==> src/rtl/dio_pkg.sv <==
// dio_pkg: shared constants and types for the DIO configuration sequencer
package dio_pkg;
    localparam logic [1:0] DIO_MODE_HIZ    = 2'b00;
    localparam logic [1:0] DIO_MODE_LOW    = 2'b01;
    localparam logic [1:0] DIO_MODE_HIGH   = 2'b10;
    localparam logic [1:0] DIO_MODE_CUSTOM = 2'b11;
    localparam int DIO_DW = 16;
    localparam int DIO_CW = 16;
    localparam logic [DIO_DW-1:0] DIO_SAFE_WORD = {DIO_MODE_HIZ, 14'h0000};
    typedef enum logic {ST_IDLE, ST_PLAY} state_e;
    typedef struct packed {
        logic [DIO_CW-1:0] dwell;
        logic [DIO_DW-1:0] data;
    } entry_t;
endpackage

==> src/rtl/dio_cfg_fifo.sv <==
// dio_cfg_fifo: show-ahead synchronous FIFO with flush and occupancy count
module dio_cfg_fifo #(
    parameter int DEPTH = 8,
    parameter int W = 32,
    localparam int AW = $clog2(DEPTH),
    localparam int LW = AW + 1
) (
    input  logic          clk,
    input  logic          rst,
    input  logic          push,
    input  logic          pop,
    input  logic          flush,
    input  logic [W-1:0]  din,
    output logic          full,
    output logic          empty,
    output logic [LW-1:0] level,
    output logic [W-1:0]  head
);
    logic [W-1:0]  mem_q [DEPTH];
    logic [AW-1:0] wr_q, rd_q;
    logic [LW-1:0] lvl_q;
    logic          do_push, do_pop;
    assign full    = lvl_q == LW'(DEPTH);
    assign empty   = lvl_q == '0;
    assign do_push = push && !full;
    assign do_pop  = pop && !empty;
    assign level   = lvl_q;
    assign head    = mem_q[rd_q];
    // pointer and occupancy bookkeeping; flush wins over any push/pop
    always_ff @(posedge clk or posedge rst) begin
        if (rst) begin
            wr_q  <= '0;
            rd_q  <= '0;
            lvl_q <= '0;
        end else if (flush) begin
            wr_q  <= '0;
            rd_q  <= '0;
            lvl_q <= '0;
        end else begin
            if (do_push) wr_q <= wr_q + 1'b1;
            if (do_pop) rd_q <= rd_q + 1'b1;
            lvl_q <= lvl_q + LW'(do_push) - LW'(do_pop);
        end
    end
    // storage array, written only on an accepted push
    always_ff @(posedge clk) begin
        if (do_push && !flush) mem_q[wr_q] <= din;
    end
endmodule

==> src/rtl/dio_cfg_sequencer.sv <==
// dio_cfg_sequencer: replays queued config words as timed config_en strobes
module dio_cfg_sequencer
    import dio_pkg::*;
#(
    parameter int DEPTH = 8,
    parameter int DW = 16,
    parameter int CW = 16,
    parameter logic [DW-1:0] SAFE_WORD = DW'(DIO_SAFE_WORD),
    localparam int LW = $clog2(DEPTH) + 1
) (
    input  logic          clk,
    input  logic          rst,
    input  logic          s_valid,
    input  logic [DW-1:0] s_data,
    input  logic [CW-1:0] s_dwell,
    output logic          s_ready,
    input  logic          start,
    input  logic          abort,
    output logic          config_en,
    output logic [DW-1:0] config_data,
    output logic          busy,
    output logic          done,
    output logic [LW-1:0] level
);
    state_e           state_q, state_d;
    logic [CW-1:0]    cnt_q, cnt_d;
    logic             en_q, en_d, done_q, done_d;
    logic [DW-1:0]    data_q, data_d;
    logic             full, empty, push, issue, expired;
    logic [CW+DW-1:0] head;
    dio_cfg_fifo #(.DEPTH(DEPTH), .W(CW + DW)) u_fifo (
        .clk(clk), .rst(rst), .push(push), .pop(issue), .flush(abort),
        .din({s_dwell, s_data}), .full(full), .empty(empty), .level(level), .head(head)
    );
    assign s_ready     = !full && !abort && !rst;
    assign push        = s_valid && s_ready;
    assign expired     = state_q == ST_PLAY && cnt_q == '0;
    assign issue       = !abort && !empty && (state_q == ST_IDLE ? start : expired);
    assign busy        = state_q == ST_PLAY;
    assign config_en   = en_q;
    assign config_data = data_q;
    assign done        = done_q;
    // state register
    always_ff @(posedge clk or posedge rst) begin
        if (rst) state_q <= ST_IDLE;
        else state_q <= state_d;
    end
    // next state: abort returns to IDLE, an issue enters PLAY, an expired dwell with nothing queued ends playback
    always_comb begin
        state_d = abort ? ST_IDLE : issue ? ST_PLAY : expired ? ST_IDLE : state_q;
    end
    // output and dwell-counter next values
    always_comb begin
        en_d   = abort || issue;
        data_d = abort ? SAFE_WORD : issue ? head[DW-1:0] : data_q;
        cnt_d  = abort ? '0 : issue ? head[CW+DW-1:DW] : (cnt_q != '0) ? cnt_q - 1'b1 : cnt_q;
        done_d = !abort && expired && empty;
    end
    // output registers
    always_ff @(posedge clk or posedge rst) begin
        if (rst) begin
            en_q   <= 1'b0;
            data_q <= '0;
            cnt_q  <= '0;
            done_q <= 1'b0;
        end else begin
            en_q   <= en_d;
            data_q <= data_d;
            cnt_q  <= cnt_d;
            done_q <= done_d;
        end
    end
endmodule
==> config.mk <==
export PLATFORM = sky130hd
export DESIGN_NAME = dio_cfg_sequencer
export DESIGN_NICKNAME = d
export VERILOG_FILES = /design/src/rtl/dio_pkg.sv /design/src/rtl/dio_cfg_fifo.sv /design/src/rtl/dio_cfg_sequencer.sv
export SDC_FILE = /design/constraint.sdc
export NUM_CORES = 1
export LEC_CHECK = 0
export CORE_MARGIN = 1.5
export CORE_UTILIZATION = 54
export CTS_BUF_LIST = sky130_fd_sc_hd__clkbuf_16
export CTS_CLUSTER_DIAMETER = 40
export CTS_CLUSTER_SIZE = 8
export DETAILED_ROUTE_END_ITERATION = 6
export GPL_ROUTABILITY_DRIVEN = 0
export HOLD_SLACK_MARGIN = 0.12
export PLACE_DENSITY_LB_ADDON = 0.25
export RECOVER_POWER = 25
export SETUP_SLACK_MARGIN = 0.1
export SYNTH_ARGS = -nofsm -noshare
export SYNTH_HDL_FRONTEND = slang
export SYNTH_HIERARCHICAL = 1
export SYNTH_SLANG_ARGS = --single-unit
export TNS_END_PERCENT = 100
==> constraint.sdc <==
create_clock -name clk -period 8.19 [get_ports clk]
set_clock_uncertainty 0.1 [all_clocks]
set_input_delay 1.2285 -clock clk [delete_from_list [all_inputs] [get_ports clk]]
set_output_delay 1.2285 -clock clk [all_outputs]
set_load 0.01 [all_outputs]
==> metrics.txt <==
status finished clean; DP HPWL 12,900 µm; PD cells 275 nW/µm²; Async S/R FF share, synth 15.0%; total of max-cap violations 0; root buf cell clkbuf_16; Ant. Diodes 0; initial drt markers 461; number of I/O pins 61; H-Tree Depth 2; layout cell share with drive strength beyond 1 21.0%; cts hold-fix bufs 0; Die H 153 µm; sequential area share after synthesis 72.1%; area delta synth->final 18.3%; worst path required time 8.46 ns; dpl cell area 13,200 µm²; Vias/cell 5.96; Mapped Nets 690; Leak 5.04 nW; worst hold path class register to register; Final Hold Violating Endpoints 0; synth warn 6; Critical Path End Type register; vias in the first global route 6,615; TritonRoute pass-1 iters 5; Finished Cell Area 14,500 µm²; clock buffer depth 3; Post-CTS Setup Inserts 0; Sink Count 301; Starting Density 55.5%; setup TNS 0 ns; Worst Reg-to-Reg Cells 13; fmax 195 MHz; Die Width 153 µm; clk slew on worst S/H paths 0.04 ns; largest net degree at the start of global routing 67; Period minus WS final 5.12 ns; synthesized cell area 12,200 µm²; Hold Crit Depth 1; Critical Path AT 5.39 ns; DR DRC count 0; clk_lat worst skew 0.52 ns; total grt overflow 0; global-route wire length before repair 37,600 µm; initial antenna violation count 1; Max FO, Critical Path 47; Avg Cell Area, Syn 19.0 µm²; WL per Instance 22.7 µm; RSZ-0062 raised after global routing false; critical path type input pin to register; drt total wl 23,800 µm; post-route ant nets 0; Slew Viols, Final 0; CTS resizes 0; Post-synth top flop edfxtp_1; # nets final 782; site row count 54; Mapped Cells 642; vias post-DR 6,247; Slew @ Worst Pin 0.986 ns; Worst VDD drop 196 µV; Startpoint Class input pin; Post-synth EDFFs 256; Core ar. 22,000 µm²; Num CTS Buffers 45; IO buf count 60; CTS tree built; die area 23,600 µm²; final setup vio count 0; Relative slew margins 34.1%; Tot GR Track Use 21.4%; Final period util 62.5%; synthesized flop and latch total 301; Cell variety after synth 53
-- cell usage after synthesis (5+ instances only) --
cell type	number	area, µm²
a211oi_1	8	60.1
a21oi_1	8	40.0
buf_1	5	18.8
clkbuf_1	15	56.3
dfrtp_1	45	1130
edfxtp_1	256	7690
ha_1	10	125
inv_1	14	52.6
mux2_2	33	372
mux4_1	23	604
mux4_2	41	923
nand2_1	43	161
nand2b_1	11	68.8
nand3b_1	16	120
nor2_1	30	113
nor2b_1	5	31.3
nor3_1	6	30.0
o21ai_0	6	30.0
xnor2_1	7	61.3
-- worst max-delay path, stage by stage --
cell and delay, ns:
clkdlybuf4s50_1 0.46, buf_4 0.37, nor2_1 0.09, nor4b_1 0.20, a21oi_4 0.78, inv_1 0.71
nor2b_1 0.37, ha_1 0.34, inv_1 0.04, ha_1 0.20, fa_1 0.44, nor2b_1 0.15
-- worst paths after layout --
| path | from | to | slack [ns] |
|---|---|---|---|
| min in group asynchronous | rst | u_fifo/rd_q[0]$_DFFE_PP0P_ | 1.09 |
| max reg2reg | u_fifo/level[2]$_DFF_PP0_ | u_fifo/level[1]$_DFF_PP0_ | 3.29 |
| max | abort | u_fifo/level[1]$_DFF_PP0_ | 3.07 |
| max in group asynchronous | rst | config_data[6]$_DFFE_PP0P_ | 6.42 |
| min reg2reg | cnt_q[1]$_DFFE_PP0P_ | cnt_q[1]$_DFFE_PP0P_ | 0.46 |
| min | cnt_q[1]$_DFFE_PP0P_ | cnt_q[1]$_DFFE_PP0P_ | 0.46 |
-- power by group --
| group | internal (W) | switching (W) | leakage [nW] |
|---|---|---|---|
| logic | 0.000254 | 0.000295 | 1.40 |
| clock network | 0.00100 | 0.000611 | 0.742 |
| registers | 0.00174 | 0.0000758 | 2.91 |
| total | 0.00300 | 0.000982 | 5.04 |
-- placed cells by master (no fill, tap or decap), drive strengths merged, types with 4 or more instances in the layout --
master           n
mux2            34
a21oi            9
nor2b            5
edfxtp         256
nand2           43
clkbuf          46
inv             43
or3              6
nand3b          16
dfrtp           45
mux4            64
nand2b          11
clkdlybuf4s50   38
or4              4
a211o            4
dlygate4sd3     22
o21ai            6
a211oi           8
nor3             6
nor2            30
xnor2            7
ha              10
clkinv           5
buf             15
-- final cells by class --
class | count | area, µm²
clock inverter | 35 | 151
sequential | 301 | 8820
fill | 1458 | 7560
timing repair buffer | 75 | 713
inverter | 14 | 52.6
tap | 280 | 350
clock buffer | 46 | 1150
multi-input combinational | 297 | 3230
-- cells by family after synthesis --
| kind of cell | Yosys count | synth area share, % |
|---|---|---|
| compound gates | 36 | 2.05 |
| xor+xnor | 10 | 0.716 |
| flops | 301 | 72.1 |
| mux | 99 | 15.7 |
| fa+ha+maj | 11 | 1.19 |
| buf+inv | 44 | 2.05 |
| simple gates | 141 | 6.20 |
-- layer usage --
layer  GRT usage, %  wire length (µm)  vias up  share of wire, %
met5              0                11        -             0.046
met4           8.51               818        2               3.4
met3           4.08              1250       56               5.2
met2           34.2             11600      199                49
met1           29.4             10100     3227                43
li1               -                 -     2763                 -
-- through the flow --
step / utilization (%) / hold WS, ns / std cells / total power (W) / worst slack, ns
after floorplan: - / 0.407 / 642 / 0.00217 / 3.19
after global placement: 59.8 / 0.426 / 967 / 0.00236 / 2.65
after detailed placement: 59.8 / 0.427 / 967 / 0.00239 / 2.49
after CTS: 65.7 / 0.453 / 1048 / 0.00401 / 3.02
after global routing: 65.7 / 0.492 / 1048 / 0.00414 / 2.72
final: 65.7 / 0.456 / 1048 / 0.00398 / 3.07
-- flip-flops by register name, indices dropped and copies added (netlist names) --
register and count:
cnt_q 16, config_data 16, config_en 1, done 1, u_fifo/level 4, u_fifo/wr_q 3
u_fifo/mem_q 256, busy 1, u_fifo/rd_q 3
Note: power is estimated with default switching activity, not from simulation.
